`config.mk`:
```
export PLATFORM = sky130hd
export DESIGN_NAME = qconv_job_launcher
export DESIGN_NICKNAME = d
export VERILOG_FILES = /design/src/rtl/qconv_job_launcher.sv
export SDC_FILE = /design/constraint.sdc
export NUM_CORES = 1
export LEC_CHECK = 0
export ABC_AREA = 1
export CORE_ASPECT_RATIO = 0.7
export CORE_MARGIN = 4
export CORE_UTILIZATION = 56
export DETAILED_ROUTE_END_ITERATION = 6
export PLACE_DENSITY = 0.8
export SETUP_SLACK_MARGIN = 0.15
export SLEW_MARGIN = 5
export SYNTH_ARGS = -nofsm -noshare
export SYNTH_HDL_FRONTEND = slang
export SYNTH_SLANG_ARGS = --single-unit
```
`constraint.sdc`:
```
create_clock -name clk -period 2.4 [get_ports clk]
set_clock_uncertainty 0.2 [all_clocks]
set_input_delay 0.72 -clock clk [delete_from_list [all_inputs] [get_ports clk]]
set_output_delay 0.72 -clock clk [all_outputs]
set_load 0.005 [all_outputs]
```
`src/rtl/qconv_job_launcher.sv`:
```
// -----------------------------------------------------------------------------
// qconv_job_launcher
//
// Host-side initiator for the qconv_states start/finish handshake. It accepts a
// job naming how many output-channel-tile passes to run. For each pass it
// issues a one-cycle start pulse and waits for the matching finish pulse, with
// a per-pass watchdog. At the end it reports completion, the number of passes
// finished, and sticky error flags. This block is the only driver of
// qconv_states.start.
//
// Ports:
//   clk           in   clock, all logic on rising edge
//   rst           in   synchronous active-high reset
//   job_valid     in   job request valid
//   job_ready     out  launcher can accept a job (IDLE and not in reset)
//   job_count     in   number of start/finish passes for the job
//   qconv_start   out  one-cycle start pulse to qconv_states
//   qconv_finish  in   one-cycle finish pulse from qconv_states
//   busy          out  high whenever the state is not IDLE
//   done          out  one-cycle pulse when a job ends (normal, zero, timeout)
//   passes_done   out  finish pulses counted for the current/last job
//   timeout_err   out  sticky: a pass timed out
//   protocol_err  out  sticky: a finish pulse arrived outside WAIT
// -----------------------------------------------------------------------------
module qconv_job_launcher #(
   parameter int JobCountWidth = 8,
   parameter int TimeoutWidth  = 16,
   parameter int TimeoutCycles = 1000
) (
   input  logic                     clk,
   input  logic                     rst,
   input  logic                     job_valid,
   output logic                     job_ready,
   input  logic [JobCountWidth-1:0] job_count,
   output logic                     qconv_start,
   input  logic                     qconv_finish,
   output logic                     busy,
   output logic                     done,
   output logic [JobCountWidth-1:0] passes_done,
   output logic                     timeout_err,
   output logic                     protocol_err
);

   typedef enum logic [2:0] {
      S_IDLE  = 3'd0,
      S_START = 3'd1,
      S_WAIT  = 3'd2,
      S_GAP   = 3'd3,
      S_DONE  = 3'd4
   } state_t;

   // The timer counts WAIT cycles from 0; reaching TimeoutCycles-1 without a
   // finish means this was the last allowed WAIT cycle.
   localparam logic [TimeoutWidth-1:0]  TimerLast = TimeoutWidth'(TimeoutCycles - 1);
   localparam logic [TimeoutWidth-1:0]  TimerMax  = TimeoutWidth'(TimeoutCycles);
   localparam logic [JobCountWidth-1:0] CountOne  = JobCountWidth'(1);

   state_t                    r_state;
   state_t                    w_state_nxt;
   logic [JobCountWidth-1:0]  r_remaining;
   logic [JobCountWidth-1:0]  r_passes_done;
   logic [TimeoutWidth-1:0]   r_timer;
   logic                      r_timeout_err;
   logic                      r_protocol_err;
   logic                      w_accept;
   logic                      w_wait_finish;
   logic                      w_wait_timeout;

   assign w_accept       = (r_state == S_IDLE) && job_valid;
   assign w_wait_finish  = (r_state == S_WAIT) && qconv_finish;
   // A finish in the final timeout cycle wins: the pass is counted instead.
   assign w_wait_timeout = (r_state == S_WAIT) && !qconv_finish && (r_timer == TimerLast);

   // Next-state and Moore output decode.
   always_comb begin
      // NOTE: every signal written here gets a default first so no latch is inferred.
      w_state_nxt = r_state;
      job_ready   = 1'b0;
      qconv_start = 1'b0;
      busy        = 1'b1;
      done        = 1'b0;
      unique case (r_state)
         S_IDLE: begin
            busy      = 1'b0;
            // Held low during reset so a request cannot appear accepted on
            // the very edge that reset wins.
            job_ready = !rst;
            if (job_valid) begin
               w_state_nxt = (job_count == '0) ? S_DONE : S_START;
            end
         end
         S_START: begin
            qconv_start = 1'b1;
            w_state_nxt = S_WAIT;
         end
         S_WAIT: begin
            if (qconv_finish) begin
               w_state_nxt = (r_remaining == CountOne) ? S_DONE : S_GAP;
            end else if (r_timer == TimerLast) begin
               w_state_nxt = S_DONE;
            end
         end
         // One dead cycle so a new start never follows a finish back to back.
         S_GAP: begin
            w_state_nxt = S_START;
         end
         S_DONE: begin
            done        = 1'b1;
            w_state_nxt = S_IDLE;
         end
         default: begin
            w_state_nxt = S_IDLE;
         end
      endcase
   end

   // State register and job datapath.
   always_ff @(posedge clk) begin
      // NOTE: sequential state uses non-blocking assignments so every register
      // samples the pre-edge values, independent of statement order.
      if (rst) begin
         r_state        <= S_IDLE;
         r_remaining    <= '0;
         r_passes_done  <= '0;
         r_timer        <= '0;
         r_timeout_err  <= 1'b0;
         r_protocol_err <= 1'b0;
      end else begin
         r_state <= w_state_nxt;

         if (w_accept) begin
            r_remaining    <= job_count;
            r_passes_done  <= '0;
            r_timeout_err  <= 1'b0;
            r_protocol_err <= 1'b0;
         end

         if (r_state == S_START) begin
            r_timer <= '0;
         end else if (r_state == S_WAIT && r_timer != TimerMax) begin
            r_timer <= r_timer + TimeoutWidth'(1);
         end

         if (w_wait_finish) begin
            r_passes_done <= r_passes_done + CountOne;
            r_remaining   <= r_remaining - CountOne;
         end

         if (w_wait_timeout) begin
            r_timeout_err <= 1'b1;
         end

         // Placed after the acceptance clear so a stray finish on the
         // acceptance edge is still reported.
         if (qconv_finish && r_state != S_WAIT) begin
            r_protocol_err <= 1'b1;
         end
      end
   end

   assign passes_done  = r_passes_done;
   assign timeout_err  = r_timeout_err;
   assign protocol_err = r_protocol_err;

endmodule
```
Word-level counts from Yosys, hierarchy flattened
Index checks and enable logic that the tools add are counted.
{"block": "classes", "n_eq_ne": 10, "n_mux": 17, "n_reduce_logical": 15, "addsub": 3}
{"operator": "$mux 8", "count": 4}
{"operator": "$add 16x1->16 const B", "count": 1}
{"operator": "$eq 16x10->1 const B", "count": 1}
{"operator": "$ne 16x10->1 const B", "count": 1}
{"operator": "$mux 3", "count": 5}
{"operator": "$pmux 3 s4", "count": 1}
{"operator": "$add 8x1->8 const B", "count": 1}
{"operator": "$eq 8x1->1 const B", "count": 1}
{"operator": "$logic_not 8->1", "count": 1}
{"operator": "$sub 8x1->8 const B", "count": 1}
{"operator": "$mux 1", "count": 7}
{"operator": "$eq 3x2->1 const B", "count": 2}
{"operator": "$logic_and 1x1->1", "count": 6}
{"operator": "$ne 3x2->1 const B", "count": 2}
{"operator": "$reduce_bool 2->1", "count": 3}
{"operator": "$eq 3x1->1 const B", "count": 1}
{"operator": "$eq 3x3->1 const B", "count": 1}
{"operator": "$logic_not 3->1", "count": 1}
{"operator": "$logic_not 1->1", "count": 2}
{"operator": "$ne 2x2->1 const B", "count": 1}
{"operator": "$reduce_and 2->1", "count": 1}
{"operator": "$reduce_or 2->1", "count": 1}
{"block": "totals", "wordCells": 51, "reg_bits": 37}

Longest topological paths before layout
{"block": "depth", "word_depth": 4, "ltp_mapped": 11, "depth_no_buf": 11}

Worst setup path before layout
No wires, ideal clock.
{"block": "synth_timing", "path_kind": "input port to output port", "startpoint": "input rst", "endpoint": "output job_ready", "path_slack_ps": 124, "required_ps": 1480, "t_arrival_ps": 1356, "cell_stages": 3, "path_cell_list": "clkbuf_1 buf_1 nor2_1"}
{"block": "synth_via", "elab_chain_len": 2}
{"item": "from (decl)", "line_no": "31", "source": "input logic rst,"}
{"item": "$logic_not 1->1", "line_no": "87", "source": "job_ready = !rst;"}
{"item": "$mux 1", "line_no": "82", "source": "unique case (r_state)"}
{"item": "to (decl)", "line_no": "33", "source": "output logic job_ready,"}
Every way passes these cells.

Worst setup path in the final report
{"block": "layout_timing", "startpoint": "register r_passes_done[0], in the netlist passes_done[0]", "endpoint": "output passes_done[0]"}
{"item": "from (decl)", "line_no": "61", "source": "logic [JobCountWidth-1:0] r_passes_done;"}
{"item": "from (signal assigned)", "line_no": "145", "source": "r_passes_done <= r_passes_done + CountOne;"}
{"item": "to (decl)", "line_no": "39", "source": "output logic [JobCountWidth-1:0] passes_done,"}
No word-level cell between the ends.

==> impl_metrics.prom <==
# TYPE chip_impl_metric gauge
chip_impl_info{name="outcome",value="finished clean"} 1
chip_impl_metric{name="design.final.nets",unit=""} 402
chip_impl_metric{name="tritoncts_num_sinks",unit=""} 37
chip_impl_info{name="grt_most_used_layer",value="met1"} 1
chip_impl_metric{name="cp.arrival",unit="ns"} 1.26
chip_impl_metric{name="die_height",unit="um"} 61.0
chip_impl_metric{name="synth_nets",unit=""} 372
chip_impl_metric{name="max_stage_delay",unit="ns"} 0.54
chip_impl_metric{name="switching_power",unit="mW"} 0.659
chip_impl_metric{name="placement.cell_area",unit="um2"} 2560
chip_impl_metric{name="power.share.switching",unit="%"} 37.2
chip_impl_metric{name="drcViolationCount",unit=""} 0
chip_impl_metric{name="post-route-min-period",unit="ns"} 2.18
chip_impl_info{name="startpoint_types",value="flip-flop"} 1
chip_impl_info{name="critPathCapture",value="passes_done[0]"} 1
chip_impl_metric{name="gr-usage-met2",unit="%"} 32.5
chip_impl_metric{name="p_int",unit="mW"} 1.11
chip_impl_info{name="timing.setup.critical_path_class",value="flip-flop to output pin"} 1
chip_impl_info{name="yosys.cell_count.top_type",value="sky130_fd_sc_hd__nand2_1"} 1
chip_impl_metric{name="start_util",unit="%"} 60.7
chip_impl_metric{name="critPathBufInv",unit=""} 1
chip_impl_metric{name="proportion_of_netlist_area_held_by_the_largest_area_contributor",unit="%"} 33.0
chip_impl_metric{name="first_iter_violations",unit=""} 180
chip_impl_metric{name="max_slew_margin",unit="%"} 78.9
chip_impl_metric{name="vdd.ir_drop.worst",unit="mV"} 0.558
chip_impl_metric{name="synthesis.area",unit="um2"} 2240
chip_impl_metric{name="static-leakage-power",unit="nW"} 0.990
chip_impl_metric{name="grt.total_usage",unit="%"} 23.5
chip_impl_metric{name="fin_crit_sh",unit="%"} 91.0
chip_impl_metric{name="antenna_violations_before_repair",unit=""} 0
chip_impl_metric{name="groute.layer.met1.usage",unit="%"} 35.4
chip_impl_metric{name="dpl_worst_slack",unit="ns"} -0.392
chip_impl_info{name="worst_path_max_delay_cell",value="sky130_fd_sc_hd__clkdlybuf4s50_1"} 1
chip_impl_metric{name="synth_warnings",unit=""} 0
chip_impl_metric{name="reg_clk_slew_reported_paths",unit="ns"} 0.07
chip_impl_metric{name="power.density",unit="nW/um2"} 666
chip_impl_metric{name="pwr-share-comb",unit="%"} 34.0
chip_impl_metric{name="total_die_area",unit="um2"} 5100
chip_impl_metric{name="num_io_pins",unit=""} 26
chip_impl_metric{name="grt_overflow_total",unit=""} 0
chip_impl_metric{name="grt_util_met3",unit="%"} 4.88
chip_impl_metric{name="regToRegSetupSlack",unit="ns"} 0.60
chip_impl_info{name="reg2reg_from",value="r_timer[0]$_SDFFE_PP0P_"} 1
chip_impl_info{name="end_kind",value="output pin"} 1
chip_impl_metric{name="cts-buffers-inserted",unit=""} 5
chip_impl_info{name="clock-root-buffer",value="sky130_fd_sc_hd__clkbuf_8"} 1
chip_impl_info{name="worstReg2RegEnd",value="r_timer[9]$_SDFFE_PP0P_"} 1
chip_impl_info{name="synth_top_area_cell",value="sky130_fd_sc_hd__dfxtp_1"} 1
chip_impl_metric{name="dp_hpwl",unit="mm"} 4.27
chip_impl_info{name="timing.critical_path.cells",value="clkdlybuf4s50_1"} 1
chip_impl_metric{name="core.rowCount",unit=""} 18
chip_impl_metric{name="antenna-diode-count",unit=""} 0
chip_impl_metric{name="maxClockFrequency",unit="GHz"} 0.458
chip_impl_metric{name="routed_vias_inst",unit=""} 5.33
chip_impl_metric{name="critical_path_peak_fanout",unit=""} 5
chip_impl_metric{name="drt_pass_1_iters",unit=""} 5
chip_impl_metric{name="gp_routability_congestion",unit=""} 0.942
chip_impl_metric{name="postLayoutCellArea",unit="um2"} 2660
chip_impl_metric{name="hold_violations",unit=""} 0
chip_impl_metric{name="antenna_violating_nets_post_route",unit=""} 0
chip_impl_info{name="classification_of_the_worst_slack_hold_path",value="flip-flop to flip-flop"} 1
chip_impl_info{name="critical_path.top_delay_family",value="buffers and inverters"} 1
chip_impl_metric{name="netlist_instances",unit=""} 355
chip_impl_metric{name="synth_edf_count",unit=""} 0
chip_impl_metric{name="area_growth_syn_to_layout",unit="%"} 18.4
chip_impl_info{name="netlist_top_cells_count",value="sky130_fd_sc_hd__nand2_1 (113), sky130_fd_sc_hd__nor2_1 (44), sky130_fd_sc_hd__dfxtp_1 (37)"} 1
chip_impl_metric{name="max_cap_violations",unit=""} 0
chip_impl_metric{name="wirelength",unit="mm"} 5.68
chip_impl_metric{name="via_count",unit=""} 2319
chip_impl_metric{name="final_critical_path_setup_slack",unit="ns"} 0.217
chip_impl_metric{name="first_pass_grt_wire_length",unit="mm"} 9.52
chip_impl_metric{name="clkPwrFrac",unit="%"} 25.0
chip_impl_info{name="hold_path.startpoint",value="timeout_err$_SDFFE_PP0P_"} 1
chip_impl_metric{name="timing.reg2reg.worst_path_depth",unit=""} 11
chip_impl_metric{name="worst_pin_slew",unit="ns"} 0.313
chip_impl_metric{name="final-setup-viol-count",unit=""} 0
chip_impl_metric{name="cp.depth",unit=""} 1
chip_impl_metric{name="final_layout_size_suffix_gt1_share",unit="%"} 11.7
chip_impl_metric{name="insertion_delay",unit="ns"} 0.29
chip_impl_metric{name="seq_power_share",unit="%"} 41.0
chip_impl_metric{name="post_synth_num_cell_types",unit=""} 29
chip_impl_metric{name="chipWidth",unit="um"} 83.7
chip_impl_metric{name="ys_async_sr_fraction",unit="%"} 0
chip_impl_metric{name="number_of_buffers_added_for_setup_after_cts",unit=""} 0
chip_impl_metric{name="vias_in_the_first_global_route",unit=""} 2054
chip_impl_metric{name="finish.utilization",unit="%"} 71.9
chip_impl_info{name="grt_setup_unrepaired",value="no"} 1
chip_impl_metric{name="core_area",unit="um2"} 3690
chip_impl_metric{name="number_of_port_buffers",unit=""} 25
chip_impl_metric{name="postSynthRegisterBits",unit=""} 37
chip_impl_metric{name="totalPowerFinal",unit="mW"} 1.77
chip_impl_info{name="startpoint",value="passes_done[0]$_SDFFE_PP0P_"} 1
chip_impl_metric{name="grt_max_degree",unit=""} 18
chip_impl_metric{name="clk_path_buf_depth",unit=""} 2
chip_impl_metric{name="htree_num_levels",unit=""} 2
chip_impl_info{name="synth_flop_cell",value="sky130_fd_sc_hd__dfxtp_1"} 1
chip_impl_info{name="ys_top_cells_by_area",value="sky130_fd_sc_hd__dfxtp_1 (33%), sky130_fd_sc_hd__nand2_1 (19%), sky130_fd_sc_hd__nor2_1 (7.4%)"} 1
chip_impl_metric{name="ys_seq_area_share",unit="%"} 33.0
chip_impl_info{name="cts_tree",value="done"} 1
chip_impl_metric{name="post_drt_wl_per_cell",unit="um"} 13.0
chip_impl_metric{name="critPathRequiredTime",unit="ns"} 1.48
chip_impl_metric{name="synthesis.area_per_instance",unit="um2"} 6.32
chip_impl_metric{name="final_max_slew_viol_count",unit=""} 0
-- power by group through the flow --
stage                     clock network (mW)  registers, mW  logic (mW)
after floorplan                            0          0.717       0.416
after global placement                     0          0.727       0.584
after detailed placement                   0          0.728       0.597
after CTS                              0.447          0.722       0.595
after global routing                   0.479          0.730       0.678
final                                  0.441          0.725       0.602
-- worst min-delay path, delay by kind of cell (launching register included) --
kind	cells	cell delay, ns
AOI/OAI and AO/OA	1	0.05
DFF	1	0.31
and+or+nand+nor	1	0.06
-- layout make-up --
| type | count | area (um2) |
|---|---|---|
| flip-flops and latches | 37 | 749 |
| repair buffers | 29 | 283 |
| multi-input cells | 269 | 1310 |
| inverters | 43 | 161 |
| clock buffers | 7 | 86.3 |
| fillers | 336 | 1040 |
| well taps | 50 | 62.6 |
-- cells by family after synthesis --
group,Yosys count,share of synthesized area [%]
xor+xnor,6,2.34
flops,37,33.0
buf+inv,49,8.98
fa+ha+maj,5,2.79
compound gates,53,13.8
simple gates,205,39.0
-- per-layer routing --
layer,vias up,wire length [um]
met5,-,0
met4,0,110
met2,97,2220
met1,1011,2920
li1,1193,-
met3,18,432
-- how the worst min path moves through the flow --
| stage | end | depth (start not counted) |
|---|---|---|
| 3_5_place_dp | timeout_err$_SDFFE_PP0P_ | 2 |
| 5_1_grt | passes_done[6]$_SDFFE_PP0P_ | 2 |
| 4_1_cts | timeout_err$_SDFFE_PP0P_ | 2 |
| 2_1_floorplan | r_timer[6]$_SDFFE_PP0P_ | 2 |
| 6_report | timeout_err$_SDFFE_PP0P_ | 2 |
| 3_3_place_gp | timeout_err$_SDFFE_PP0P_ | 2 |
-- cells in the final DEF (no fill, tap or decap), drive strengths merged --
| master | n |
|---|---|
| inv | 43 |
| o211ai | 2 |
| buf | 4 |
| clkbuf | 8 |
| nor3 | 5 |
| a21oi | 28 |
| dfxtp | 37 |
| a31oi | 5 |
| o21a | 1 |
| a21boi | 1 |
| ha | 5 |
| nor2 | 50 |
| nand4 | 9 |
| nor3b | 1 |
| dlygate4sd2 | 4 |
| nand3 | 19 |
| o21bai | 1 |
| clkdlybuf4s50 | 20 |
| xor2 | 5 |
| xnor2 | 1 |
| o21ai | 15 |
| or2 | 1 |
| nand2 | 120 |
-- flip-flops by register name, indices dropped and copies added (netlist names) --
register      count
passes_done       8
protocol_err      1
r_remaining       8
r_state           3
r_timer          16
timeout_err       1
-- timing repair --
item / 4_1_cts / 5_1_grt
gates resized for setup: 14 / 3
endpoints found under the setup margin: 4 / 1
hold buffers: 0 / 0
pin swaps: 2 / 0
-- through the flow --
stage,hold slack [ns],setup TNS [ns],cells
after floorplan,0.248,0,355
after global placement,0.253,-0.377,428
after detailed placement,0.260,-0.392,428
after CTS,0.271,0,435
after global routing,0.300,0,435
final,0.269,0,435
Note: power is estimated with default switching activity, not from simulation.
